$ cat src/rtl/ldpc_wb_cword_ctrl.sv
// rtl/ldpc_wb_cword_ctrl.sv - Wishbone front end that loads, launches and collects LDPC decoder codewords
module ldpc_wb_cword_ctrl #(
  parameter int          NN        = 128,
  parameter int          SUM_LEN   = 16,
  parameter logic [31:0] BASE_ADDR = 32'h3000_0000,
  parameter int          TMO_W     = 20
) (
  input  logic               wb_clk_i,
  input  logic               wb_rst_i,
  input  logic               wbs_cyc_i,
  input  logic               wbs_stb_i,
  input  logic               wbs_we_i,
  input  logic [3:0]         wbs_sel_i,
  input  logic [31:0]        wbs_adr_i,
  input  logic [31:0]        wbs_dat_i,
  output logic               wbs_ack_o,
  output logic [31:0]        wbs_dat_o,
  output logic [NN-1:0]      dec_y_nr_o,
  output logic [SUM_LEN-1:0] dec_loop_max_o,
  output logic               dec_start_o,
  input  logic               dec_converged_i,
  input  logic               dec_pass_fail_i,
  input  logic [NN-1:0]      dec_final_y_i,
  output logic               irq_o
);

  localparam int NW = NN / 32;
  localparam logic [TMO_W-1:0] TMO_MAX = '1;

  typedef enum logic [0:0] {ST_IDLE, ST_RUN} state_t;

  state_t             state_q, state_d;
  logic               ack_q;
  logic [31:0]        dat_q;
  logic [NN-1:0]      cword_in_q, cword_out_q;
  logic [SUM_LEN-1:0] loop_max_q;
  logic               irq_en_q, done_q, pass_q, tmo_q, irq_q, start_q;
  logic [TMO_W-1:0]   timer_q, timer_inc;

  logic               start_d, conv_hit, tmo_hit, abort_hit;
  logic               irq_en_d, done_d, pass_d, tmo_d;

  // Bus decode: only word-aligned offsets inside the 256-byte window are mapped
  logic        addr_hit, req, wr, aligned, idle_wr;
  logic [5:0]  woff;
  logic [3:0]  widx;
  logic        is_ctrl, is_status, is_loop, is_cw_in, is_cw_out;
  logic        ctrl_wr, start_cmd, abort_cmd, clr_cmd, loop_wr, cw_in_wr;
  logic [31:0] rdata, cw_in_word, cw_out_word, lm_ext, lm_merged, cw_in_merged;

  function automatic logic [31:0] merge_bytes(input logic [31:0] old_w,
                                              input logic [31:0] new_w,
                                              input logic [3:0]  sel);
    logic [31:0] r;
    r = old_w;
    for (int b = 0; b < 4; b++) begin
      if (sel[b]) r[8*b +: 8] = new_w[8*b +: 8];
    end
    return r;
  endfunction

  assign addr_hit  = (wbs_adr_i[31:8] == BASE_ADDR[31:8]);
  assign req       = wbs_cyc_i & wbs_stb_i & addr_hit & ~ack_q;
  assign wr        = req & wbs_we_i;
  assign aligned   = (wbs_adr_i[1:0] == 2'b00);
  assign woff      = wbs_adr_i[7:2];
  assign widx      = woff[3:0];
  assign is_ctrl   = aligned && (woff == 6'h00);
  assign is_status = aligned && (woff == 6'h01);
  assign is_loop   = aligned && (woff == 6'h02);
  assign is_cw_in  = aligned && (woff[5:4] == 2'b01) && (int'(widx) < NW);
  assign is_cw_out = aligned && (woff[5:4] == 2'b10) && (int'(widx) < NW);

  assign idle_wr   = wr && (state_q == ST_IDLE);
  assign ctrl_wr   = wr && is_ctrl && wbs_sel_i[0];
  assign start_cmd = ctrl_wr && wbs_dat_i[0];
  assign abort_cmd = ctrl_wr && wbs_dat_i[2];
  assign clr_cmd   = wr && is_status && wbs_sel_i[0] && wbs_dat_i[1];
  assign loop_wr   = idle_wr && is_loop;
  assign cw_in_wr  = idle_wr && is_cw_in;

  assign lm_ext       = 32'(loop_max_q);
  assign lm_merged    = merge_bytes(lm_ext, wbs_dat_i, wbs_sel_i);
  assign cw_in_merged = merge_bytes(cw_in_word, wbs_dat_i, wbs_sel_i);

  // Select the addressed codeword slice from the input and output buffers
  always_comb begin
    cw_in_word  = '0;
    cw_out_word = '0;
    for (int w = 0; w < NW; w++) begin
      if (widx == 4'(w)) begin
        cw_in_word  = cword_in_q[32*w +: 32];
        cw_out_word = cword_out_q[32*w +: 32];
      end
    end
  end

  // Read-data mux; unmapped offsets return zero
  always_comb begin
    rdata = '0;
    if (is_ctrl)        rdata = {30'd0, irq_en_q, 1'b0};
    else if (is_status) rdata = {28'd0, tmo_q, pass_q, done_q, (state_q == ST_RUN)};
    else if (is_loop)   rdata = lm_ext;
    else if (is_cw_in)  rdata = cw_in_word;
    else if (is_cw_out) rdata = cw_out_word;
  end

  // Decode FSM: launch on START, finish on converge, timeout or abort (converge has priority)
  always_comb begin
    state_d   = state_q;
    start_d   = 1'b0;
    conv_hit  = 1'b0;
    tmo_hit   = 1'b0;
    abort_hit = 1'b0;
    timer_inc = (timer_q == TMO_MAX) ? timer_q : timer_q + 1'b1;
    case (state_q)
      ST_IDLE: begin
        if (start_cmd) begin
          state_d = ST_RUN;
          start_d = 1'b1;
        end
      end
      ST_RUN: begin
        if (dec_converged_i) begin
          conv_hit = 1'b1;
          state_d  = ST_IDLE;
        end else if (timer_inc == TMO_MAX) begin
          tmo_hit = 1'b1;
          state_d = ST_IDLE;
        end else if (abort_cmd) begin
          abort_hit = 1'b1;
          state_d   = ST_IDLE;
        end
      end
    endcase
  end

  // Status flag updates; a completion in the same cycle as a clear wins
  always_comb begin
    irq_en_d = irq_en_q;
    done_d   = done_q;
    pass_d   = pass_q;
    tmo_d    = tmo_q;
    if (ctrl_wr) irq_en_d = wbs_dat_i[1];
    if (clr_cmd || start_d) begin
      done_d = 1'b0;
      pass_d = 1'b0;
      tmo_d  = 1'b0;
    end
    if (conv_hit) begin
      done_d = 1'b1;
      pass_d = dec_pass_fail_i;
      tmo_d  = 1'b0;
    end else if (tmo_hit) begin
      done_d = 1'b1;
      pass_d = 1'b0;
      tmo_d  = 1'b1;
    end else if (abort_hit) begin
      done_d = 1'b0;
    end
  end

  // FSM state, start pulse and saturating run timer
  always_ff @(posedge wb_clk_i) begin
    if (wb_rst_i) begin
      state_q <= ST_IDLE;
      start_q <= 1'b0;
      timer_q <= '0;
    end else begin
      state_q <= state_d;
      start_q <= start_d;
      if (start_d)                  timer_q <= '0;
      else if (state_q == ST_RUN)   timer_q <= timer_inc;
    end
  end

  // Register file: flags, irq, loop max, codeword buffers
  always_ff @(posedge wb_clk_i) begin
    if (wb_rst_i) begin
      irq_en_q    <= 1'b0;
      done_q      <= 1'b0;
      pass_q      <= 1'b0;
      tmo_q       <= 1'b0;
      irq_q       <= 1'b0;
      loop_max_q  <= '0;
      cword_in_q  <= '0;
      cword_out_q <= '0;
    end else begin
      irq_en_q <= irq_en_d;
      done_q   <= done_d;
      pass_q   <= pass_d;
      tmo_q    <= tmo_d;
      irq_q    <= done_d & irq_en_d;
      if (conv_hit) cword_out_q <= dec_final_y_i;
      if (loop_wr)  loop_max_q  <= lm_merged[SUM_LEN-1:0];
      for (int w = 0; w < NW; w++) begin
        if (cw_in_wr && (widx == 4'(w))) cword_in_q[32*w +: 32] <= cw_in_merged;
      end
    end
  end

  // Registered single-cycle acknowledge with read data valid only alongside it
  always_ff @(posedge wb_clk_i) begin
    if (wb_rst_i) begin
      ack_q <= 1'b0;
      dat_q <= '0;
    end else begin
      ack_q <= req;
      dat_q <= (req && !wbs_we_i) ? rdata : '0;
    end
  end

  assign wbs_ack_o      = ack_q;
  assign wbs_dat_o      = dat_q;
  assign dec_y_nr_o     = cword_in_q;
  assign dec_loop_max_o = loop_max_q;
  assign dec_start_o    = start_q;
  assign irq_o          = irq_q;

endmodule

$ cat config.mk
export PLATFORM = sky130hd
export DESIGN_NAME = ldpc_wb_cword_ctrl
export DESIGN_NICKNAME = d
export VERILOG_FILES = /design/src/rtl/ldpc_wb_cword_ctrl.sv
export SDC_FILE = /design/constraint.sdc
export NUM_CORES = 1
export LEC_CHECK = 0
export CORE_ASPECT_RATIO = 1.75
export CORE_MARGIN = 2
export CORE_UTILIZATION = 49
export CTS_CLUSTER_SIZE = 10
export DETAILED_ROUTE_END_ITERATION = 10
export GPL_TIMING_DRIVEN = 0
export PLACE_DENSITY = 0.77
export SETUP_SLACK_MARGIN = 0.02
export SLEW_MARGIN = 20
export SYNTH_ARGS = -nofsm -noshare
export SYNTH_HDL_FRONTEND = slang
export SYNTH_SLANG_ARGS = --single-unit
export TNS_END_PERCENT = 1
$ cat constraint.sdc
create_clock -name wb_clk_i -period 3.2 [get_ports wb_clk_i]
set_input_delay 0.96 -clock wb_clk_i [delete_from_list [all_inputs] [get_ports wb_clk_i]]
set_output_delay 0.96 -clock wb_clk_i [all_outputs]
set_load 0.1 [all_outputs]
# After elaboration in Yosys (flattened, before gate mapping)
# Index checks and enable logic that the tools add are counted.
# Widths: inputs -> output; s select.
totals:
  wordCells: 119
  regBits: 332
  output_inout_bits: 179
  input_bits: 203
classes:
  reduce_logical: 37
  add_sub_neg: 1
  order_cmp: 1
  eq_ne: 10
  n_mux: 42
  n_bitwise: 8
ops:
  columns: ["op", "n"]
  rows:
  - ["$mux 32", 10]
  - ["$eq 20x20->1 const B", 2]
  - ["$mux 8", 4]
  - ["$eq 24x22->1 const B", 1]
  - ["$mux 1", 23]
  - ["$logic_and 1x1->1", 22]
  - ["$add 20x1->20 const B", 1]
  - ["$mux 20", 1]
  - ["$mux 16", 1]
  - ["$eq 4x2->1 const B", 2]
  - ["$eq 6x1->1 const B", 1]
  - ["$eq 6x2->1 const B", 1]
  - ["$logic_not 6->1", 1]
  - ["$reduce_or 2->1", 3]
  - ["$and 1x1->1", 5]
  - ["$reduce_or 5->1", 1]
  - ["$eq 4x1->1 const B", 1]
  - ["$logic_not 4->1", 1]
  - ["$lt 4x3->1 const B", 1]
  - ["$mux 4", 1]
  - ["$reduce_and 2->1", 2]
  - ["$reduce_or 4->1", 1]
  - ["$not 1->1", 3]
  - ["$reduce_bool 3->1", 1]
  - ["9 further kinds", 9]

# Depth between registers and ports, before layout
# Gate-level depths: netlist (run 1).
depth:
  depth_word: 15
  mapped_depth: 9
  ltp_nobuf: 8

# Worst setup path after synthesis (run 1)
# OpenSTA, ideal clock, no wires.
synth_timing:
  path_type: "input port to flip-flop"
  start: "input port wbs_adr_i[16]"
  end: "register cword_in_q[100], in the netlist dec_y_nr_o[100]"
  cell_stages: 9
  setup_time_ps: 78
  slack_ps: 158
  arrival_ps: 2964
  n_path_buf: 2
  t_required_ps: 3122
  path_cell_list: "nor4_1 nand4_1 nor3_1 nor3b_2 nor2b_1 clkbuf_1 clkbuf_1 nor2_1 nor3_1"
synth_between:
  elab_chain_len: 7
synth_lines:
  columns: ["element", "line", "rtl"]
  rows:
  - ["start, declared", "14", "input logic [31:0] wbs_adr_i,"]
  - ["$eq 24x22->1", "62", "assign addr_hit = (wbs_adr_i[31:8] == BASE_ADDR[31:8]);"]
  - ["$and 1x1->1 (2 in a row)", "63", "assign req = wbs_cyc_i & wbs_stb_i & addr_hit & ~ack_q;"]
  - ["$and 1x1->1", "64", "assign wr = req & wbs_we_i;"]
  - ["$logic_and 1x1->1", "74", "assign idle_wr = wr && (state_q == ST_IDLE);"]
  - ["$logic_and 1x1->1", "80", "assign cw_in_wr = idle_wr && is_cw_in;"]
  - ["$logic_and 1x1->1", "197", "if (cw_in_wr && (widx == 4'(w))) cword_in_q[32*w +: 32] <= cw_in_merged;"]
  - ["end signal, assigned by index", "197", null]
  - ["end, declared", "35", "logic [NN-1:0] cword_in_q, cword_out_q;"]
# Every way passes these cells.
# A chain may end at the register's enable or synchronous reset.

# Worst setup path in the final report (run 1)
layout_timing:
  start: "input port wbs_adr_i[1]"
  end: "register irq_q, in the netlist irq_o"
layout_between:
  elab_chain_len: 13
  elab_cells_between_ends: 23
  classes_between: "mux (11); bitwise (1); reduce/logical (11)"
layout_lines:
  columns: ["element", "line", "rtl"]
  rows:
  - ["$logic_not 2->1 *", "65", "assign aligned = (wbs_adr_i[1:0] == 2'b00);"]
  - ["$logic_and 1x1->1", "68", "assign is_ctrl = aligned && (woff == 6'h00);"]
  - ["$logic_and 1x1->1 (2 in a row)", "75", "assign ctrl_wr = wr && is_ctrl && wbs_sel_i[0];"]
  - ["$logic_and 1x1->1 (on tied branches)", "77, 76", null]
  - ["$mux 1 (on tied branches)", "130, 118", null]
  - ["$mux 1 (on tied branches)", "127, 116", null]
  - ["$mux 1 or $logic_or 1x1->1 (tied branches)", "124, 145", null]
  - ["$mux 1 (on tied branches)", "116, 145", null]
  - ["$mux 1", "158", "end else if (abort_hit) begin"]
  - ["$mux 1", "154", "end else if (tmo_hit) begin"]
  - ["$mux 1", "150", "if (conv_hit) begin"]
  - ["$and 1x1->1 *", "193", "irq_q <= done_d & irq_en_d;"]
  - ["end signal, assigned", "193", null]
  - ["end, declared", "37", "logic irq_en_q, done_q, pass_q, tmo_q, irq_q, start_q;"]
# Every way passes the cells marked *; elsewhere a longest branch is shown, timed or not.

==> results.cfg, run 1 <==
[grt]
first_global_vias = 14827
grt_overflow_total = 0
grt_pass1_wl_um = 84310
grt_start_max_net_pins = 11
antenna_found_initial = 3
grt_usage_pct = 35.85

[timing]
worst_pin_slew_ns = 1.108
finalHoldViolCount = 0
fmax_ghz = 0.3053
setup_slack_ns = -0.07574
whs_ns = 0.4527
rsz0062_at_grt = yes
finClkSkew_ns = 0.01700
fin_crit_ns = 3.276
slew_headroom_pct = 25.93
period_share_pct = 102.4
slew_violations = 0
setup_violations = 2

[logic_synthesis]
synth_top_area_cell = dfxtp_1
synth_top_area_share_pct = 46.84
synth_edf_count = 0
yosysSeqAreaShare_pct = 46.84
syn_nets = 1983
syn_inst = 1779
synth_top_family_by_area = simple AND/OR/NAND/NOR gates
async_reset_ff_share_pct = 0
synth_area_leaders = dfxtp_1 47%, nor2_1 9.6%, nand2_1 9.2%
ys_types = 56
avgSynthCellArea_sq_um = 7.976
synth.area.mux_share_pct = 8.959
synth_compound_area_share_pct = 11.95
synth-seq-cells = 332
synth_xor_area_share_pct = 0.8642
yosysWarningCount = 0
synth-simple-area-share_pct = 27.41
synthAdderAreaFrac_pct = 0.08818
synthesis.area_sq_mm = 0.01419
synth_ff_type = dfxtp_1

[power]
comb_power_share_pct = 6.6
swShare_pct = 22.57
ir_worst_vdd_v = 0.0005137
pwr_density_cell_mw_per_mm2 = 437.1
leakage_nw = 6.792
clock_power_share_pct = 45.4
p_switching_mw = 1.943
p_seq_share_pct = 48.0
intPower_mw = 6.665

[route]
viasPerCell = 5.785
drtAntennaViolNets = 0
wl_um = 56400
drc_errors = 0
routedWlPerCell_um = 21.78
drt_iter0_drc = 1201
vias = 14977
first_pass_iters = 5

[clock_network]
cts_tree = yes
clock_latency_ns = 0.54
root_buffer = clkbuf_16
clk_pin_slew_ns = 0.05
max-clock-path-buffers = 3
clock_sinks = 332
cts_made_buffers = 39
htree_num_levels = 2
cts_hold_buf = 0

[finish]
seq_area_sq_mm = 0.006646
layout_commonest_cell = clkdlybuf4s50_1
final_layout_size_suffix_gt1_share_pct = 7.790
multi_input_area_sq_mm = 0.007059
n_fill_cell = 2427
layout.cells.most_common_list = 379 x clkdlybuf4s50_1, 361 x nor2_1, 346 x nand2_1
nets = 2409
final_area_sq_mm = 0.01969
area_growth_pct = 38.79

[worst_setup_path]
r2r_start = timer_q[0]
worstSetupStartpoint = wbs_adr_i[1]
cp.arrival_ns = 3.65
worstSetupPathType = in -> reg
critical_path.startpoint_type = primary input
cp.required_ns = 3.57
cp-end-kind = flop
cp_max_fo = 4

[placed_design]
gp_congestion = 0.9430
dpl_cell_area_sq_mm = 0.01846
dpl.hpwl_um = 43930
portBuffers = 379

[worst_hold_path]
hold_class = reg -> reg
holdCritStartpoint = cword_out_q[21]

[floorplan]
die_area_sq_mm = 0.03039
coreArea_sq_mm = 0.02852
die_w_um = 132.6
fp.dieH_um = 229.1
io_pins = 382
row_count = 82
start_util_pct = 49.75

[status]
violations = negative setup slack
status = complete, but fails checks

[run]
cap_violations = 0
logic make-up after synthesis:
group / count (synthesis)
mux: 82
xor+xnor: 14
simple gates: 927
fa+ha+maj: 1
flops: 332
compound gates: 278
buf+inv: 145
cells in the mapped netlist, drive strengths merged (4+ instances only):
cell      n
buf      19
dfxtp   332
mux4     33
nand3    17
nand2   346
or3       4
a21oi   146
o21ai    39
inv       7
xnor2     6
or2       4
xor2      8
o22ai    12
a31oi     9
nand4    11
mux2i    19
clkbuf  119
nor2b     8
nor3b     4
and2      4
mux2     30
nand3b    4
a211oi    6
nor4     12
o22a     17
nor3    138
nor2    362
o221ai   32
flip-flops by register name (all words and copies together), names as in the netlist:
name,flops
pass_q,1
timer_q,20
tmo_q,1
dec_y_nr_o,128
irq_o,1
wbs_ack_o,1
irq_en_q,1
done_q,1
dec_loop_max_o,16
cword_out_q,128
wbs_dat_o,32
state_q,1
dec_start_o,1
timing repair:
action	CTS	global route
pin swaps	3	3
setup endpoints to repair	160	144
buffers inserted	3	4
gates resized for setup	31	62
gates cloned	0	0
power groups by stage:
stage                     clock network, mW  registers (mW)  logic [mW]
after floorplan                           0            4.22       0.177
after global placement                    0            4.22       0.549
after detailed placement                  0            4.22       0.548
after CTS                              3.91            4.14       0.555
after global routing                   4.08            4.13       0.588
final                                  3.91            4.13       0.566
worst max-delay path: stages:
cell and delay, ns:
clkdlybuf4s50_1 0.44, or4_1 0.69, nor4_4 0.38, buf_4 0.18, a22oi_1 0.09, nor2b_1 0.18
a41oi_1 0.06, o41ai_1 0.50, a311oi_2 0.17
stage by stage:
stage          total power [mW]  TNS (ns)  setup slack, ns  std cells  utilization, %
2_1_floorplan             4.401         0           0.1581       1779               -
4_1_cts                   8.602  -0.01858         -0.01858       2583           68.74
5_1_grt                   8.798   -0.9048         -0.09453       2589           69.04
3_3_place_gp              4.773   -168.43           -1.094       2536           64.70
3_5_place_dp              4.772   -183.35           -1.211       2536           64.70
6_report                  8.608   -0.1250         -0.07574       2589           69.04
area by class of cell:
type / instances / area share (%)
Antenna cell: 3 / 0.03812
Buffer: 137 / 3.005
Clock buffer: 43 / 5.248
Clock inverter: 1 / 0.04448
Inverter: 7 / 0.1334
Multi-Input combinational cell: 1302 / 35.85
Sequential cell: 332 / 33.75
Tap cell: 378 / 2.402
Timing Repair Buffer: 386 / 19.53
worst paths after layout:
| path | endpoint | slack [ns] | cells past startpoint |
|---|---|---|---|
| setup / recovery | irq_o | -0.08 | 9 |
| hold / removal | cword_out_q[21] | 0.45 | 2 |
| setup reg to reg | irq_o | 0.17 | 9 |
| hold reg to reg | cword_out_q[21] | 0.45 | 2 |
per-layer routing:
| layer | wire (um) | GRT usage, % |
|---|---|---|
| met2 | 29500 | 66.82 |
| met3 | 4247 | 6.906 |
| met5 | 0 | 0 |
| met4 | 3462 | 21.24 |
| met1 | 19190 | 36.54 |
Power figures use the tool's default switching activity.
==> inputs of run 2 (changes only) <==
- CAP_MARGIN: not set -> 20
==> results of run 2 <==
No change in the layout: final DEF, timing and power equal those of run 1.
==> inputs of run 3 (changes only) <==
- ABC_CLOCK_PERIOD_IN_PS: not set -> 3200
==> results of run 3 <==
No change in the layout: final DEF, timing and power equal those of run 1.
